===== config.mk =====
export PLATFORM = sky130hd
export DESIGN_NAME = effects_chain
export DESIGN_NICKNAME = d
export VERILOG_FILES = /design/src/rtl/effects_pkg.sv /design/src/rtl/effects_chain_mul.sv /design/src/rtl/effects_chain.sv
export SDC_FILE = /design/constraint.sdc
export NUM_CORES = 1
export LEC_CHECK = 0
export ABC_AREA = 1
export ABC_CLOCK_PERIOD_IN_PS = 11800
export CAP_MARGIN = 20
export CORE_MARGIN = 2
export CORE_UTILIZATION = 58
export DETAILED_ROUTE_END_ITERATION = 8
export PLACE_DENSITY_LB_ADDON = 0.05
export SLEW_MARGIN = 30
export SYNTH_ARGS = -nofsm -noshare
export SYNTH_HDL_FRONTEND = slang
export SYNTH_HIERARCHICAL = 1
export SYNTH_SLANG_ARGS = --single-unit

===== constraint.sdc =====
create_clock -name clk -period 11.8 [get_ports clk]
set_clock_uncertainty 0.2 [all_clocks]
set_input_delay 1.18 -clock clk [delete_from_list [all_inputs] [get_ports clk]]
set_output_delay 1.18 -clock clk [all_outputs]
set_load 0.01 [all_outputs]

===== src/rtl/effects_pkg.sv =====
// Shared widths, per-sample parameter/tag structs and the saturating shift used
// by both multiply stages of the effects chain.
package effects_pkg;
  localparam int BITS_PER_LEVEL = 12;
  localparam int FXP_SIZE       = 16;
  localparam int GAIN_WIDTH     = 11;
  localparam int GAIN_FRAC      = 4;
  localparam int VOL_WIDTH      = 8;
  localparam int VOL_FRAC       = 7;
  localparam int CNT_WIDTH      = 16;

  localparam int BYP_GAIN = 0;
  localparam int BYP_CLIP = 1;
  localparam int BYP_VOL  = 2;

  // Widest signed x unsigned product (gain path); volume products sign-extend into it.
  localparam int PROD_W = FXP_SIZE + GAIN_WIDTH + 1;
  localparam logic signed [PROD_W-1:0] SAT_MAX = PROD_W'((1 << (FXP_SIZE-1)) - 1);
  localparam logic signed [PROD_W-1:0] SAT_MIN = -SAT_MAX - 1;

  typedef struct packed {
    logic [GAIN_WIDTH-1:0] gain;
    logic [FXP_SIZE-2:0]   thr;
    logic [VOL_WIDTH-1:0]  vol;
    logic [2:0]            byp;
  } par_t;

  typedef struct packed {
    logic ovf;
    logic clip;
  } tag_t;

  typedef struct packed {
    logic                       ovf;
    logic signed [FXP_SIZE-1:0] val;
  } sat_t;

  function automatic sat_t sat_shift(input logic signed [PROD_W-1:0] p, input int frac);
    logic signed [PROD_W-1:0] s;
    sat_t r;
    s = p >>> frac;
    r.ovf = 1'b0;
    r.val = s[FXP_SIZE-1:0];
    if (s > SAT_MAX) begin
      r.ovf = 1'b1;
      r.val = SAT_MAX[FXP_SIZE-1:0];
    end else if (s < SAT_MIN) begin
      r.ovf = 1'b1;
      r.val = SAT_MIN[FXP_SIZE-1:0];
    end
    return r;
  endfunction
endpackage


===== src/rtl/effects_chain_mul.sv =====
// Registered signed x unsigned fixed-point multiply, shift and saturate with bypass.
// Holds its output while en is low so idle slots leave the result untouched.
module fxp_mul_sat import effects_pkg::*; #(
  parameter int CW   = GAIN_WIDTH,
  parameter int FRAC = GAIN_FRAC
) (
  input  logic                       clk,
  input  logic                       rst,
  input  logic                       en,
  input  logic                       byp,
  input  logic signed [FXP_SIZE-1:0] x,
  input  logic [CW-1:0]              coef,
  output logic signed [FXP_SIZE-1:0] y,
  output logic                       ovf
);
  logic signed [FXP_SIZE+CW:0] prod;
  sat_t                        r;

  always_comb begin
    prod = x * $signed({1'b0, coef});
    r    = sat_shift(PROD_W'(prod), FRAC);
  end

  always_ff @(posedge clk) begin
    if (!rst) begin
      y   <= '0;
      ovf <= 1'b0;
    end else if (en) begin
      y   <= byp ? x : r.val;
      ovf <= byp ? 1'b0 : r.ovf;
    end
  end
endmodule


===== src/rtl/effects_chain.sv =====
// Four-stage streaming effects chain: sign-extend, gain, symmetric clip, volume.
// Parameters ride with each sample; statistics saturate and are updated from S3.
module effects_chain import effects_pkg::*; (
  input  logic                      clk,
  input  logic                      rst,
  input  logic                      i_valid,
  input  logic [BITS_PER_LEVEL-1:0] i_sample,
  input  logic [GAIN_WIDTH-1:0]     i_par_gain,
  input  logic [FXP_SIZE-2:0]       i_par_thr,
  input  logic [VOL_WIDTH-1:0]      i_par_vol,
  input  logic [2:0]                i_bypass,
  input  logic                      i_stat_clr,
  output logic                      o_valid,
  output logic [FXP_SIZE-1:0]       o_sample,
  output logic                      o_clip,
  output logic                      o_overflow,
  output logic [CNT_WIDTH-1:0]      o_clip_count
);
  localparam int STAGES = 4;

  logic [STAGES:1]            vld_pipe;
  logic signed [FXP_SIZE-1:0] x0, y1, y2, clip_y, thr_s;
  par_t                       par0;
  logic [FXP_SIZE-2:0]        thr1;
  logic [VOL_WIDTH-1:0]       vol1, vol2;
  logic                       cbyp1, vbyp1, vbyp2, ovf1, ovf3, clip_hit;
  tag_t                       tag2, tag3;
  logic                       ovf_nxt;
  logic [CNT_WIDTH-1:0]       cnt_nxt;

  always_ff @(posedge clk) begin
    if (!rst) begin
      vld_pipe <= '0;
      x0       <= '0;
      par0     <= '0;
      thr1     <= '0;
      vol1     <= '0;
      cbyp1    <= 1'b0;
      vbyp1    <= 1'b0;
      y2       <= '0;
      tag2     <= '0;
      vol2     <= '0;
      vbyp2    <= 1'b0;
      tag3     <= '0;
    end else begin
      vld_pipe <= {vld_pipe[STAGES-1:1], i_valid};
      if (i_valid) begin
        x0   <= {{(FXP_SIZE-BITS_PER_LEVEL){i_sample[BITS_PER_LEVEL-1]}}, i_sample};
        par0 <= '{gain: i_par_gain, thr: i_par_thr, vol: i_par_vol, byp: i_bypass};
      end
      if (vld_pipe[1]) begin
        thr1  <= par0.thr;
        vol1  <= par0.vol;
        cbyp1 <= par0.byp[BYP_CLIP];
        vbyp1 <= par0.byp[BYP_VOL];
      end
      if (vld_pipe[2]) begin
        y2    <= clip_y;
        tag2  <= '{ovf: ovf1, clip: clip_hit};
        vol2  <= vol1;
        vbyp2 <= vbyp1;
      end
      if (vld_pipe[3]) tag3 <= tag2;
    end
  end

  fxp_mul_sat #(.CW(GAIN_WIDTH), .FRAC(GAIN_FRAC)) u_gain (
    .clk(clk), .rst(rst), .en(vld_pipe[1]), .byp(par0.byp[BYP_GAIN]),
    .x(x0), .coef(par0.gain), .y(y1), .ovf(ovf1)
  );

  // thr is a magnitude, so both bounds fit in fxp_size bits (-thr >= -(2^15-1)).
  always_comb begin
    thr_s    = $signed({1'b0, thr1});
    clip_y   = y1;
    clip_hit = 1'b0;
    if (!cbyp1) begin
      if (y1 > thr_s) begin
        clip_y   = thr_s;
        clip_hit = 1'b1;
      end else if (y1 < -thr_s) begin
        clip_y   = -thr_s;
        clip_hit = 1'b1;
      end
    end
  end

  fxp_mul_sat #(.CW(VOL_WIDTH), .FRAC(VOL_FRAC)) u_vol (
    .clk(clk), .rst(rst), .en(vld_pipe[3]), .byp(vbyp2),
    .x(y2), .coef(vol2), .y(o_sample), .ovf(ovf3)
  );

  assign o_valid = vld_pipe[STAGES];
  assign o_clip  = tag3.clip & vld_pipe[STAGES];

  // Stats absorb the sample presented on the outputs; a coincident clear acts first.
  always_comb begin
    ovf_nxt = i_stat_clr ? 1'b0 : o_overflow;
    cnt_nxt = i_stat_clr ? '0 : o_clip_count;
    if (vld_pipe[STAGES]) begin
      if (ovf3 | tag3.ovf) ovf_nxt = 1'b1;
      if (tag3.clip && cnt_nxt != '1) cnt_nxt = cnt_nxt + CNT_WIDTH'(1);
    end
  end

  always_ff @(posedge clk) begin
    if (!rst) begin
      o_overflow   <= 1'b0;
      o_clip_count <= '0;
    end else begin
      o_overflow   <= ovf_nxt;
      o_clip_count <= cnt_nxt;
    end
  end
endmodule


# Yosys cells after proc, flatten, opt, wreduce, memory -nomap -nowiden
# Cells that the tools add are included.
# word_totals
register_bits	158
latchBits	0
ramBits	0
rom_bits	0
output_inout_bits	35
wordCells	57
memories	0
# op_classes
add_sub_neg	2
mul	2
div	0
order_cmp	6
n_eq_ne	1
shifts	0
mux	20
bitwise_logic	2
n_reduce_logical	1
# op_table
operator	n
2-to-1 mux 16 bit	8
2-to-1 mux 17 bit	4
multiplier 16 x 9 -> 25 bit	1
multiplier 12 x 12 -> 24 bit	1
> comparator 20 x 16 -> 1 bit, second input constant	1
less-than comparator 20 x 16 -> 1 bit, second input constant	1
> comparator 18 x 16 -> 1 bit, second input constant	1
less-than comparator 18 x 16 -> 1 bit, second input constant	1
adder 16 x 1 -> 16 bit, second input constant	1
> comparator 16 bit	1
less-than comparator 16 bit	1
!= test 16 bit, second input constant	1
negation 15 -> 16 bit	1
2-to-1 mux 1 bit	8
AND 1 bit	1
logical AND 1 bit	1
OR 1 bit	1

# Depth between registers and ports, before layout
# Gate-level depths: netlist (run 1).
# depth
depth_word	5
ltp_mapped	34
ltp_nobuf	31

# Cells and area by module
# The synthesis (run 1) kept the hierarchy.
# by_module_without_submodules
module	n_inst	cells_per_inst	area_per_inst_um2	seq_area_each_um2
fxp_mul_sat at u_gain	1	1191	8368.0	340.3
effects_chain	1	924	6374.9	2482.4
fxp_mul_sat at u_vol	1	926	6159.7	340.3

# Worst setup path after synthesis (run 1)
# OpenSTA, ideal clock, no wires.
# synth_timing
kind	reg2reg
startpoint	register, netlist name x0[11]
endpoint	register u_gain.y[0]
setup_ns	0.137
arrival_ns	5.895
required_ns	11.463
slack_ns	5.568
stages_incl_launch_ff	28
path_buffers	3
synth_period_minus_slack_ns	6.232
path_cell_list	dfxtp_1 -> clkbuf_1 -> nand2_1 -> fa_1 -> inv_1 -> fa_1 -> inv_1 -> fa_1 -> inv_1 -> fa_1 -> inv_1 -> fa_1 -> inv_1 -> ha_1 -> buf_2 -> a21oi_1 -> nand2_1 -> a21oi_1 -> nand4_1 -> nand2_1 -> nand2_1 -> nor2_2 -> nand2_2 -> a21oi_4 -> buf_6 -> nand2_1 -> nand2_1 -> a21oi_2
# synth_between
elab_chain_cells	5
word_cells_on_any_way	6
classes_between	mul: 1; order compare: 2; mux: 3
# synth_rtl
element	line	source
multiplier 12 x 12 -> 24 bit (*)	effects_chain_mul.sv:20	prod = x * $signed({1'b0, coef});
less-than comparator 20 x 16 -> 1 bit	effects_pkg.sv:47	end else if (s < SAT_MIN) begin
2-to-1 mux 17 bit	effects_pkg.sv:47	
2-to-1 mux 17 bit (*)	effects_pkg.sv:44	if (s > SAT_MAX) begin
2-to-1 mux 16 bit (*)	effects_chain_mul.sv:29	y <= byp ? x : r.val;
end signal: assignment	effects_chain_mul.sv:29	
end: declaration	effects_chain_mul.sv:13	output logic signed [FXP_SIZE-1:0] y,
# Mark *: on every way between the ends. The rest lies on a longest branch, timed or not.
# A chain may end at the register's enable or synchronous reset.

# Worst setup path in the final report (run 1)
# layout_timing
startpoint	register, netlist name x0[11]
endpoint	register u_gain.y[8]
# layout_between
elab_chain_cells	5
word_cells_on_any_way	6
classes_between	mul: 1; order compare: 2; mux: 3
# layout_rtl
element	line
multiplier 12 x 12 -> 24 bit (*)	effects_chain_mul.sv:20
less-than comparator 20 x 16 -> 1 bit	effects_pkg.sv:47
2-to-1 mux 17 bit	effects_pkg.sv:47
2-to-1 mux 17 bit (*)	effects_pkg.sv:44
2-to-1 mux 16 bit (*)	effects_chain_mul.sv:29
# Marked as above.

==> results of run 1 <==
==> cell usage after synthesis, drive strengths merged <==
cell	number
a21boi	1
a21o	2
a21oi	138
and2	3
and3	2
buf	17
clkbuf	105
clkinv	6
dfxtp	158
dlygate4sd3	3
fa	262
ha	137
inv	689
nand2	881
nand3	93
nand3b	4
nand4	39
nor2	302
nor3	20
nor3b	2
nor4	4
nor4b	1
o211ai	2
o21a	1
o21ai	109
o21bai	4
or2	3
xnor2	16
xor2	37
==> power groups by stage <==
stage                     registers (mW)  logic (mW)  clock network [mW]
after floorplan                    0.595       0.689                   0
after global placement             0.647       0.817                   0
after detailed placement           0.647       0.831                   0
after CTS                          0.635       0.836               0.605
after global routing               0.641       0.959               0.627
final                              0.637       0.835               0.594
==> per-layer routing <==
| metal | global-route usage (%) | up-vias | part of all wire [%] |
|---|---|---|---|
| met4 | 9.68 | 0 | 2.7 |
| met1 | 35.6 | 8716 | 42 |
| met2 | 56.0 | 390 | 52 |
| met5 | 0 | - | 0 |
| met3 | 3.04 | 113 | 3.6 |
| li1 | - | 8958 | - |
==> cells in the final DEF, fill, tap and decap left out, types with 3 or more instances in the layout <==
| cell | Yosys | final |
|---|---|---|
| o21bai_1 | 4 | 4 |
| nand3_2 | 12 | 12 |
| o21ai_0 | 104 | 104 |
| inv_2 | 9 | 11 |
| inv_1 | 679 | 677 |
| nor4_1 | 3 | 3 |
| nor3_2 | 3 | 3 |
| nor2_2 | 14 | 14 |
| dfxtp_1 | 158 | 157 |
| nor2_1 | 286 | 286 |
| inv_8 | 0 | 4 |
| ha_1 | 137 | 137 |
| nand2_2 | 53 | 53 |
| nor3_1 | 17 | 17 |
| buf_4 | 3 | 10 |
| clkinv_1 | 6 | 6 |
| xor2_1 | 37 | 37 |
| nand3_1 | 81 | 81 |
| o21ai_1 | 5 | 5 |
| nand2_4 | 5 | 5 |
| nand2_1 | 823 | 823 |
| clkbuf_16 | 0 | 17 |
| a21oi_2 | 20 | 20 |
| fa_1 | 262 | 262 |
| xnor2_1 | 16 | 16 |
| clkdlybuf4s50_1 | 0 | 86 |
| nand4_1 | 38 | 38 |
| inv_6 | 0 | 4 |
| a21oi_1 | 116 | 116 |
| nand3b_1 | 3 | 3 |
==> layout make-up <==
class | count | area [um^2] | share of cell area [%]
clock buffer | 19 | 453 | 2.02
clock inverter | 13 | 173 | 0.769
inverter | 695 | 2610 | 11.6
multi-input combinational | 2063 | 14500 | 64.7
sequential | 158 | 3160 | 14.1
tap | 461 | 577 | 2.57
timing repair buffer | 97 | 941 | 4.19
==> state kept, by name, summed over array words and instances, names as in the netlist, 4 cells and up <==
register      cells
vld_pipe          4
u_gain/y         16
x0               12
thr1             15
vol1              8
vol2              8
o_clip_count     16
y2               16
par0             37
u_vol/y          16
==> final timing paths <==
| check | start | endpoint | slack (ps) | cells after the start |
|---|---|---|---|---|
| setup reg to reg | x0[11] | u_gain/y[8] | 5010 | 28 |
| hold reg to reg | u_vol/y[5] | u_vol/y[5] | 270 | 2 |
| hold / removal | u_vol/y[5] | u_vol/y[5] | 270 | 2 |
| setup / recovery | x0[11] | u_gain/y[8] | 5010 | 28 |
==> metrics by stage <==
stage / instance area, um^2 / utilization [%]
2_1_floorplan: 20900 / -
3_3_place_gp: 21800 / 61.4
3_5_place_dp: 21800 / 61.4
4_1_cts: 22500 / 63.2
5_1_grt: 22500 / 63.2
6_report: 22500 / 63.2
==> worst max-delay path: cells and delay by family (launching register included) <==
kind                       cells  cell delay (ps)
DFF                            1              310
AOI/OAI and AO/OA              2              410
buffers and inverters          6              890
and+or+nand+nor               14             1500
adders and majority gates      6             3260
==> cell families (layout without fill, tap and decap cells) <==
kind of cell             count (synthesis)  count (layout)  share of synthesized area (%)
AND/OR/NAND/NOR                       1354            1354                           27.3
flip-flops                             158             158                           15.1
adder cells (fa/ha/maj)                399             399                           33.3
buffers and inverters                  820             824                           15.3
XOR/XNOR                                53              53                           2.22
AO/OA/AOI/OAI                          257             257                           6.74
==> run metrics, run 1 <==
status=finished clean; Post-Syn Instances=3041; cell taking the most area after synthesis=fa_1; global-route wire length before repair=between 90 and 100 mm; antenna-violating nets left=0; # Post-CTS Setup Buffers=0; fmax=between 0.1 and 0.15 GHz; clk_lat worst skew=430 ps; IO buf count=87; Int Power=1.20 mW; CTS tree=built; synthesized area=~21000 um^2; Sequential Power Share=between 30% and 40%; required time worst endpoint=about 12000 ps; crit path DAT=slightly below 7000 ps; Detailed Route Iter0 Violations=877; number of max-cap violations=0; net count after synthesis=about 3500; diode count=0; worst-case clock buffer depth=2; Tot GR Track Use=between 20% and 30%; Hold Buf Count CTS=0; DRC viols=0; worst-path fanout max=between 60 and 70; Setup TNS=0 ps; initial antenna violation count=0; Fin Hold WS=~270 ps; clk slew on worst S/H paths=70 ps; cell mode on critical path=nand2_1; Pwr Total=2.07 mW; Final Hold Vio Count=0; DP Worst Slack=5000 ps; final wirelength=53.6 mm; Area contributors post-synth=fa_1 (25%), dfxtp_1 (15%), nand2_1 (15%); Clock Power Share=28.7%; power density over cell area=around 92 nW/um^2; Die ar.=37600 um^2; Final Critical Period=6790 ps; worst min path class=flip-flop to flip-flop; core box area=approximately 36000 um^2; IR drop worst, VDD=between 100 and 150 uV; area share of the largest cell type after synthesis=about a quarter; pin count of the biggest net entering global routing=96; Period Utilization, post-route=a little under three fifths; # setup viols final=0; Starting Density=about three fifths; Vias=18177; Crit Path Category=flip-flop to flip-flop; Cell Count Post-Placement=roughly 3500; unrepaired setup endpoints after global routing=false; clock root cell=clkbuf_16; yosys warns=6; Slew @ Worst Pin=between 900 and 1000 ps; slowest stage cell, crit path=fa_1; DRT Pass-1 Iters=5; CP Launch Type=flip-flop; Max Transition Viols Final=0; Area Overhead vs Synth=7.47%; switching power=between 0.8 and 0.9 mW; post-detail-place hpwl=between 40 and 50 mm; Fill cells=around 3400; vias in the first global route=between 15000 and 20000; Die W=194 um; # IOs=88; Core Rows=69; static leakage=approximately 13 nW; layout cells sized above 1=under 10%; Comb power frac=40.4%; crit end category=flip-flop; register area share after synthesis=15.1%; H-Tree Depth=4; global route total overflow=0; number of clock sinks=158; Max-slew headroom=38.5%; number of unique standard cell types used by synthesis=a little over 50; Worst path max stage delay=680 ps; post-cts repair resize count=0; average wire per standard cell=15.3 um; Synth Register Bits=about 160; Die H=between 150 and 200 um; Non-Filler Instances=3506; switch share=41.9%; nets@finish=3484; routed vias/inst=approximately 5.2; RePlAce Congestion=roughly 0.89; mean post-synth cell area=approximately 6.9 um^2; CTS buffer count=17; worst setup margin=5010 ps
No activity file was read; power rests on OpenSTA's default activity.
==> run 2, diff against run 1 <==
- ABC_CLOCK_PERIOD_IN_PS: 11800 -> 6500
- clock period: 11.8 -> 6.5 ns (I/O delays scaled with it)
==> run metrics, run 2 (same netlist as run 1, synthesis figures left out) <==
Fill cells=3339 (-1.7%); Int Power=2.11 mW (+76%); post-detail-place hpwl=44.2 mm (+3.7%); Max Transition Viols Final=0 (unchanged); number of clock sinks=158 (unchanged); worst min path class=flip-flop to flip-flop; Worst Setup EP=u_gain/y[10]; pin count of the biggest net entering global routing=79 (-18%); core box area=35600 um^2 (unchanged); switching power=1.61 mW (+86%); crit end category=flip-flop; CTS tree=built; met2 GRT Util=55.7% (-0.25 points); IO buf count=87 (unchanged); CTS buffer count=17 (unchanged); antenna-violating nets left=0 (unchanged); diode count=0 (unchanged); CP Launch Type=flip-flop; Die H=194 um (unchanged); # IOs=88 (unchanged); leading cell types in the layout, fill and taps excluded=nand2_1 (823), inv_1 (677), nor2_1 (285); global-route wire length before repair=91.9 mm (+0.37%); number of max-cap violations=0 (unchanged); crit path DAT=6290 ps (-580 ps); reg2reg setup slack=320 ps (-4690 ps); Register-to-Register Path Depth=27 (-3.6%); DRC viols=0 (unchanged); fin area=22700 um^2 (+0.98%); Most Used Layer, Global Route=met2; Detailed Route Iter0 Violations=978 (+12%); layout cells sized above 1=6.80% (+1.1 points); Core Rows=69 (unchanged); # setup viols final=0 (unchanged); clk_lat worst skew=450 ps (+20 ps); Slew @ Worst Pin=884 ps (-37.8 ps); Placement Cell Area=22100 um^2 (+1.0%); Tot GR Track Use=30.0% (+0.23 points); Crit Reg-Reg Startpoint=x0[10]; Die W=194 um (unchanged); DRT Pass-1 Iters=5 (unchanged); power density over cell area=164 nW/um^2 (+78%); Vias=18320 (+0.79%); vias in the first global route=19135 (+1.2%); Starting Density=58.8% (unchanged); Critical path origin=x0[10]; met3 usage=3.51% (+0.47 points); average wire per standard cell=15.4 um (+0.69%); IR drop worst, VDD=217 uV (+110%); routed vias/inst=5.18 (about the same); Max-slew headroom=40.7% (+2.2 points); nets@finish=3515 (+0.89%); fmax=0.162 GHz (+9.8%); final wirelength=54.4 mm (+1.6%); Period Utilization, post-route=95.1% (+38 points); H-Tree Depth=4 (unchanged); clock root cell=clkbuf_16; global route total overflow=0 (unchanged); Largest register FFs=37 (unchanged); Biggest register=par0; Final Critical Period=6180 ps (-606 ps); worst-case clock buffer depth=2 (unchanged); static leakage=12.7 nW (+0.99%); Final Hold Vio Count=0 (unchanged); clk slew on worst S/H paths=70 ps (about the same); status=finished clean; most common cell after layout, fill and taps aside=nand2_1; Clock Power Share=27.0% (-1.7 points); Crit Path Category=flip-flop to flip-flop; required time worst endpoint=6600 ps (-5280 ps); R2R Path End=u_gain/y[10]; Final Util=63.8% (+0.62 points); Comb power frac=42.4% (+2.0 points); initial antenna violation count=0 (unchanged); switch share=43.2% (+1.3 points); worst-path fanout max=14 (-77%); Sequential Power Share=30.6% (-0.2 points); met1 Use GR=35.3% (-0.26 points); RePlAce Congestion=0.913 (+2.0%); Die ar.=37600 um^2 (unchanged); Area Overhead vs Synth=8.52%
[run 2: power by group through the flow]
stage | registers, mW | logic [mW] | clock network (mW)
after global placement | 1.15 | 1.52 | 0
after floorplan | 1.08 | 1.25 | 0
after detailed placement | 1.16 | 1.55 | 0
after global routing | 1.14 | 1.81 | 1.06
final | 1.14 | 1.58 | 1.00
after CTS | 1.13 | 1.56 | 1.02
[run 2: cell type report]
class / instances / area (um^2) / area share (%)
clock buffer: 17 / 425 / 1.88
clock inverter: 14 / 149 / 0.656
inverter: 695 / 2610 / 11.5
multi-input combinational: 2063 / 14600 / 64.2
sequential: 158 / 3170 / 14.0
tap: 461 / 577 / 2.54
timing repair buffer: 128 / 1190 / 5.23
[run 2: per-stage QoR]
stage,worst slack (ps),std cells,power [mW],hold slack (ps),setup TNS [ps]
global route,-4.46,3536,4.01,292,-4.46
detailed placement,217,3503,2.70,258,0
CTS,145,3534,3.71,269,0
finish,318,3536,3.72,268,0
global placement,303,3503,2.67,257,0
floorplan,268,3041,2.33,242,0
[run 2: worst min path at each step]
stage | startpoint | end | slack [ps] | depth (start not counted)
after floorplan | u_vol/ovf | u_vol/ovf | 240 | 2
after global placement | u_vol/y[4] | u_vol/y[4] | 260 | 2
after detailed placement | u_vol/y[4] | u_vol/y[4] | 260 | 2
after CTS | u_vol/y[4] | u_vol/y[4] | 270 | 2
after global routing | u_vol/y[2] | u_vol/y[2] | 290 | 2
final | u_vol/y[2] | u_vol/y[2] | 270 | 2
[run 2: routing by layer]
layer  wire length [um]  vias up
li1                   -     9012
met1              22500     8726
met2              27700      459
met3               2200      123
met4               2020        0
met5                  0        -
[run 2: timing repair]
| action | CTS | global route |
|---|---|---|
| endpoints found under the setup margin | 0 | 16 |
| gates resized for setup | 0 | 9 |
| setup buffers | 0 | 2 |
| hold buffers | 0 | 0 |
[run 2: critical path: stages, from the launching register on]
cell and delay [ps]:
dfxtp_1 710, nand2_1 150, fa_1 550, fa_1 550
inv_1 60, fa_1 470, fa_1 540, inv_1 50
fa_1 530, inv_1 60, ha_1 360, nand2_1 150
inv_1 80, nand2_1 80, nand2_1 60, a21oi_1 250
nand2_2 120, nand2_1 80, nand2_1 50, nor2_1 130
nand2_1 80, nor2_2 90, nand2_2 80, a21oi_4 190
buf_12 150, nand2_1 60, nand2_1 80, a21oi_2 50
